--- src/rtl/axis_matrix_input.sv ---
// ---------------------------------------------------------------------------
// axis_matrix_input
// Stream-to-vector deserializer for the matrix-multiplication datapath.
// Accepts signed BITWIDTH-bit words on a valid/ready slave stream and packs
// MATSIZE of them into one parallel row. A completed row is held stable until
// the consumer acknowledges it.
//
// Optional feature macro: AXIIN_TLAST_CHECK_EN
//   defined   : s_last is checked on every beat; an early s_last closes the
//               row short, a missing s_last on the final beat flags err.
//   undefined : s_last ignored, err tied low, rows are exactly MATSIZE beats.
//
// Ports
//   clk       in   clock, rising edge
//   rstn      in   asynchronous active-low reset
//   start     in   one-cycle request to begin receiving a row
//   s_data    in   incoming signed word
//   s_valid   in   s_data valid
//   s_last    in   final word of a row marker
//   s_ready   out  word accepted this cycle when s_valid (registered)
//   data_out  out  packed row, word k = k-th accepted word (registered)
//   out_valid out  data_out holds a complete row (registered)
//   out_ack   in   consumer has taken data_out
//   count     out  words accepted in current row (registered)
//   err       out  sticky framing error (registered)
// ---------------------------------------------------------------------------
module axis_matrix_input #(
   parameter int unsigned BITWIDTH = 32,
   parameter int unsigned MATSIZE  = 16
) (
   input  logic                                      clk,
   input  logic                                      rstn,
   input  logic                                      start,
   input  logic signed [BITWIDTH-1:0]                s_data,
   input  logic                                      s_valid,
   input  logic                                      s_last,
   output logic                                      s_ready,
   output logic signed [MATSIZE-1:0][BITWIDTH-1:0]   data_out,
   output logic                                      out_valid,
   input  logic                                      out_ack,
   output logic [7:0]                                count,
   output logic                                      err
);

   localparam int unsigned CW       = 8;
   localparam logic [CW-1:0] LAST_IDX = CW'(MATSIZE - 1);

   typedef enum logic [1:0] {
      IDLE = 2'd0,
      FILL = 2'd1,
      FULL = 2'd2
   } state_t;

   state_t                                   r_state;
   state_t                                   w_state_nxt;

   logic                                     r_s_ready;
   logic                                     r_out_valid;
   logic [CW-1:0]                            r_count;
   logic                                     r_err;
   logic signed [MATSIZE-1:0][BITWIDTH-1:0]  r_data;

   logic                                     w_s_ready_nxt;
   logic                                     w_out_valid_nxt;
   logic [CW-1:0]                            w_count_nxt;
   logic                                     w_err_nxt;
   logic                                     w_clear;
   logic                                     w_wr_en;

   logic                                     w_beat;
   logic                                     w_at_last;
   logic                                     w_early_last;
   logic                                     w_last_err;
   logic                                     w_close;

   assign w_beat    = s_valid && r_s_ready;
   assign w_at_last = (r_count == LAST_IDX);

`ifdef AXIIN_TLAST_CHECK_EN
   // Early s_last closes the row short; missing s_last on the last slot only flags.
   assign w_early_last = s_last && !w_at_last;
   assign w_last_err   = (s_last && !w_at_last) || (!s_last && w_at_last);
`else
   logic w_unused_s_last;
   assign w_unused_s_last = s_last;
   assign w_early_last    = 1'b0;
   assign w_last_err      = 1'b0;
`endif

   assign w_close = w_at_last || w_early_last;

   // State register and registered outputs / row storage
   always_ff @(posedge clk or negedge rstn) begin
      if (!rstn) begin
         r_state     <= IDLE;
         r_s_ready   <= 1'b0;
         r_out_valid <= 1'b0;
         r_count     <= '0;
         r_err       <= 1'b0;
         r_data      <= '0;
      end else begin
         r_state     <= w_state_nxt;
         r_s_ready   <= w_s_ready_nxt;
         r_out_valid <= w_out_valid_nxt;
         r_count     <= w_count_nxt;
         r_err       <= w_err_nxt;
         if (w_clear) begin
            r_data <= '0;
         end else if (w_wr_en) begin
            for (int k = 0; k < int'(MATSIZE); k++) begin
               if (r_count == CW'(k)) begin
                  r_data[k] <= s_data;
               end
            end
         end
      end
   end

   // Next-state logic
   always_comb begin
      w_state_nxt = r_state;
      case (r_state)
         IDLE: begin
            if (start) begin
               w_state_nxt = FILL;
            end
         end
         FILL: begin
            if (w_beat && w_close) begin
               w_state_nxt = FULL;
            end
         end
         FULL: begin
            if (out_ack) begin
               w_state_nxt = start ? FILL : IDLE;
            end
         end
         default: w_state_nxt = IDLE;
      endcase
   end

   // Next values of the registered outputs
   always_comb begin
      w_s_ready_nxt   = r_s_ready;
      w_out_valid_nxt = r_out_valid;
      w_count_nxt     = r_count;
      w_err_nxt       = r_err;
      w_clear         = 1'b0;
      w_wr_en         = 1'b0;
      case (r_state)
         IDLE: begin
            if (start) begin
               w_s_ready_nxt = 1'b1;
               w_count_nxt   = '0;
               w_err_nxt     = 1'b0;
               w_clear       = 1'b1;
            end
         end
         FILL: begin
            if (w_beat) begin
               w_wr_en     = 1'b1;
               w_count_nxt = r_count + CW'(1);
               if (w_last_err) begin
                  w_err_nxt = 1'b1;
               end
               // Drop ready on the closing edge so no extra word is taken
               if (w_close) begin
                  w_s_ready_nxt   = 1'b0;
                  w_out_valid_nxt = 1'b1;
               end
            end
         end
         FULL: begin
            if (out_ack) begin
               w_out_valid_nxt = 1'b0;
               w_count_nxt     = '0;
               // Back-to-back row: reopen the stream on the same edge
               if (start) begin
                  w_s_ready_nxt = 1'b1;
                  w_err_nxt     = 1'b0;
                  w_clear       = 1'b1;
               end
            end
         end
         default: begin
            w_s_ready_nxt   = 1'b0;
            w_out_valid_nxt = 1'b0;
            w_count_nxt     = '0;
         end
      endcase
   end

   assign s_ready   = r_s_ready;
   assign out_valid = r_out_valid;
   assign count     = r_count;
   assign err       = r_err;
   assign data_out  = r_data;

endmodule
--- config.mk ---
export PLATFORM = sky130hd
export DESIGN_NAME = axis_matrix_input
export DESIGN_NICKNAME = d
export VERILOG_FILES = /design/src/rtl/axis_matrix_input.sv
export SDC_FILE = /design/constraint.sdc
export NUM_CORES = 1
export LEC_CHECK = 0
export CAP_MARGIN = 10
export CORE_ASPECT_RATIO = 0.6
export CORE_MARGIN = 3
export CORE_UTILIZATION = 45
export CTS_BUF_LIST = sky130_fd_sc_hd__clkbuf_4 sky130_fd_sc_hd__clkbuf_8 sky130_fd_sc_hd__clkbuf_16
export DETAILED_ROUTE_END_ITERATION = 10
export PLACE_DENSITY = 0.76
export SETUP_SLACK_MARGIN = 0.5
export SYNTH_ARGS = -nofsm -noshare
export SYNTH_HDL_FRONTEND = slang
export SYNTH_SLANG_ARGS = --single-unit
--- constraint.sdc ---
create_clock -name clk -period 2.86 [get_ports clk]
set_clock_uncertainty 0.15 [all_clocks]
set_input_delay 0.858 -clock clk [delete_from_list [all_inputs] [get_ports clk]]
set_output_delay 0.858 -clock clk [all_outputs]
set_load 0.005 [all_outputs]
==> flow_summary.json <==
{
  "status": "complete, no violations",
  "endpoint_kind": "output pin",
  "syn_area_um2": 19840,
  "ir_drop_mv": 0.6005,
  "critical-path-top-delay-family": "flip-flops",
  "hold_viol": 0,
  "synth_nets": 1904,
  "layout.nets": 2499,
  "yosys_warnings": 0,
  "syn_area_per_cell_um2": 10.66,
  "crit_path_max_incr_delay_ns": 0.43,
  "synthArstFlopShare_pct": 100.0,
  "drc": 0,
  "numCtsBuffers": 47,
  "io_pins": 561,
  "antenna_left": 0,
  "critPathBufInv": 1,
  "via_per_inst": 5.679,
  "power_density_nw_per_um2": 778.0,
  "synth_ff_type": "dfrtp_1",
  "cts_buffer_depth": 3,
  "setup_viol": 0,
  "die_area_um2": 46730,
  "synth-edff-count": 0,
  "yosysSeqAreaShare_pct": 66.09,
  "drv_slew": 0,
  "grt_pass1_wl_um": 103800,
  "max-slew-margin-rel_pct": 42.22,
  "die_x_um": 277.1,
  "rows": 58,
  "antenna_found_initial": 0,
  "drtPass1Iterations": 7,
  "routedWlPerCell_um": 21.98,
  "finalWirelength_um": 67270,
  "clkLatencyLatePin_ns": 0.56,
  "clock_sinks": 524,
  "grt.overflow.total": 0,
  "holdWs_ns": 0.02381,
  "cp_max_fo": 2,
  "syn2layout_area_growth_pct": 43.63,
  "floorplan.initialDensity_pct": 46.50,
  "postCtsHoldBufs": 0,
  "cp_cell_sequence": "dlygate4sd2_1",
  "critPathKind": "register to output pin",
  "place_hpwl_um": 45950,
  "n_fill_cell": 3298,
  "min_period_ns": 2.299,
  "cap_violations": 0,
  "vias": 17380,
  "htreeDepth": 2,
  "cp_slowest_cell": "dfrtp_2",
  "io_buffers": 558,
  "ys_ff_latch": 524,
  "yosys.cell_types.count": 39,
  "period_share_pct": 80.40,
  "fp.dieH_um": 168.6,
  "grt_max_degree": 88,
  "routabilityCongestion": 0.8783,
  "drive_gt1_share_pct": 12.01,
  "core_area_um2": 42670,
  "leakage_uw": 0.01521,
  "grt_pass1_vias": 17110,
  "final.setup.tns_ns": 0,
  "final_cell_area_um2": 28500,
  "final_common_cell": "dlygate4sd2_1",
  "crit_arrival_ns": 1.29,
  "start_kind": "register",
  "max_clock_freq_mhz": 434.9,
  "drtIter0Drc": 1746,
  "hp-class": "input pin to async pin",
  "cts_tree": "yes",
  "utilization_pct": 66.78,
  "syn_inst": 1862,
  "most-common-layout-cells": "dlygate4sd2_1, dfrtp_1, nand3_1",
  "cp.required_ns": 1.85,
  "clk_pin_slew_ns": 0.07,
  "grt.total_usage_pct": 28.24,
  "rsz0062_at_grt": "true",
  "worst_pin_slew_ns": 0.8594,
  "dpl_cell_area_um2": 26970,
  "root_buffer": "clkbuf_16"
}
sequential cells by signal, indices dropped and copies added (netlist names):
signal     cells
data_out     512
count          8
r_state        2
out_valid      1
s_ready        1
metrics by stage:
| step | setup WS, ns | total power, uW | cells |
|---|---|---|---|
| after floorplan | 0.5153 | 11740 | 1862 |
| after global placement | 0.07630 | 16130 | 2913 |
| after detailed placement | -0.08330 | 16370 | 2913 |
| after CTS | 0.3606 | 22250 | 3057 |
| after global routing | 0.4260 | 23280 | 3060 |
| final | 0.5606 | 22170 | 3061 |
cell families (layout without fill, tap and decap cells):
group | count (synthesis) | count (layout) | synth area share, %
AOI/OAI and AO/OA | 531 | 531 | 13.56
adders and majority gates | 4 | 4 | 0.2523
other | 1 | 2 | 0.01890
and+or+nand+nor | 597 | 597 | 15.71
buffers and inverters | 204 | 832 | 4.320
DFF | 524 | 524 | 66.09
xor gates and xnor gates | 1 | 1 | 0.04415
where the power goes:
part	leakage (uW)	internal, uW	switching, uW	total (uW)
sequential	0.00721	8860	841	9700
clock	0.000800	3840	2760	6600
combinational	0.00720	2750	3120	5870
Yosys cell counts (2+ instances only):
cell      count  area [um^2]
o21a_1        2        15.01
o21ai_1      42        210.2
o31ai_1       2        15.01
buf_1        30        112.6
dfrtp_1     524        13110
or4_1         2        15.01
inv_1         5        18.77
o311ai_0      2        17.52
o21ai_0     475         2377
nand2_1      40        150.1
nand3_1     515         2577
nand2b_1      2        12.51
buf_4         3        22.52
nor2b_1       3        18.77
clkbuf_1    102        382.9
buf_2        64        320.3
and3_1        2        12.51
nand4_2      15        187.7
nor2_1        6        22.52
a21oi_1       3        15.01
nor4_1        2        12.51
ha_1          4        50.05
final timing paths:
check / from / end / slack [ns] / cells past startpoint
min in group clk: data_out[13] / data_out[13] / 0.34 / 2
setup / recovery: count[0] / count[0] / 0.56 / 1
setup reg to reg: count[0] / data_out[486] / 0.68 / 7
max in group asynchronous: rstn / data_out[4] / 1.69 / 3
hold / removal: rstn / data_out[259] / 0.02 / 1
hold reg to reg: data_out[13] / data_out[13] / 0.34 / 2
area by class of cell:
type	instances	area [um^2]	area share, %
multi-input cells	1134	5972	20.96
inverters	5	18.77	0.06586
flip-flops and latches	524	13120	46.05
diodes	1	2.502	0.008782
clock inverters	13	180.2	0.6323
repair buffers	745	7056	24.76
well taps	570	713.2	2.503
clock buffers	69	1433	5.027
what timing repair did:
action                                  4_1_cts  5_1_grt
gates cloned                                  0        1
resized for setup                           529       10
endpoints found under the setup margin      523      157
buffers inserted                             62        2
per-layer routing:
metal,global-route usage [%],vias up,part of all wire (%)
met4,10.83,0,4.1
met1,35.98,8596,39
met5,0,-,0
li1,-,7819,-
met2,47.69,807,49
met3,6.203,160,8.0
Note: power is estimated with default switching activity, not from simulation.
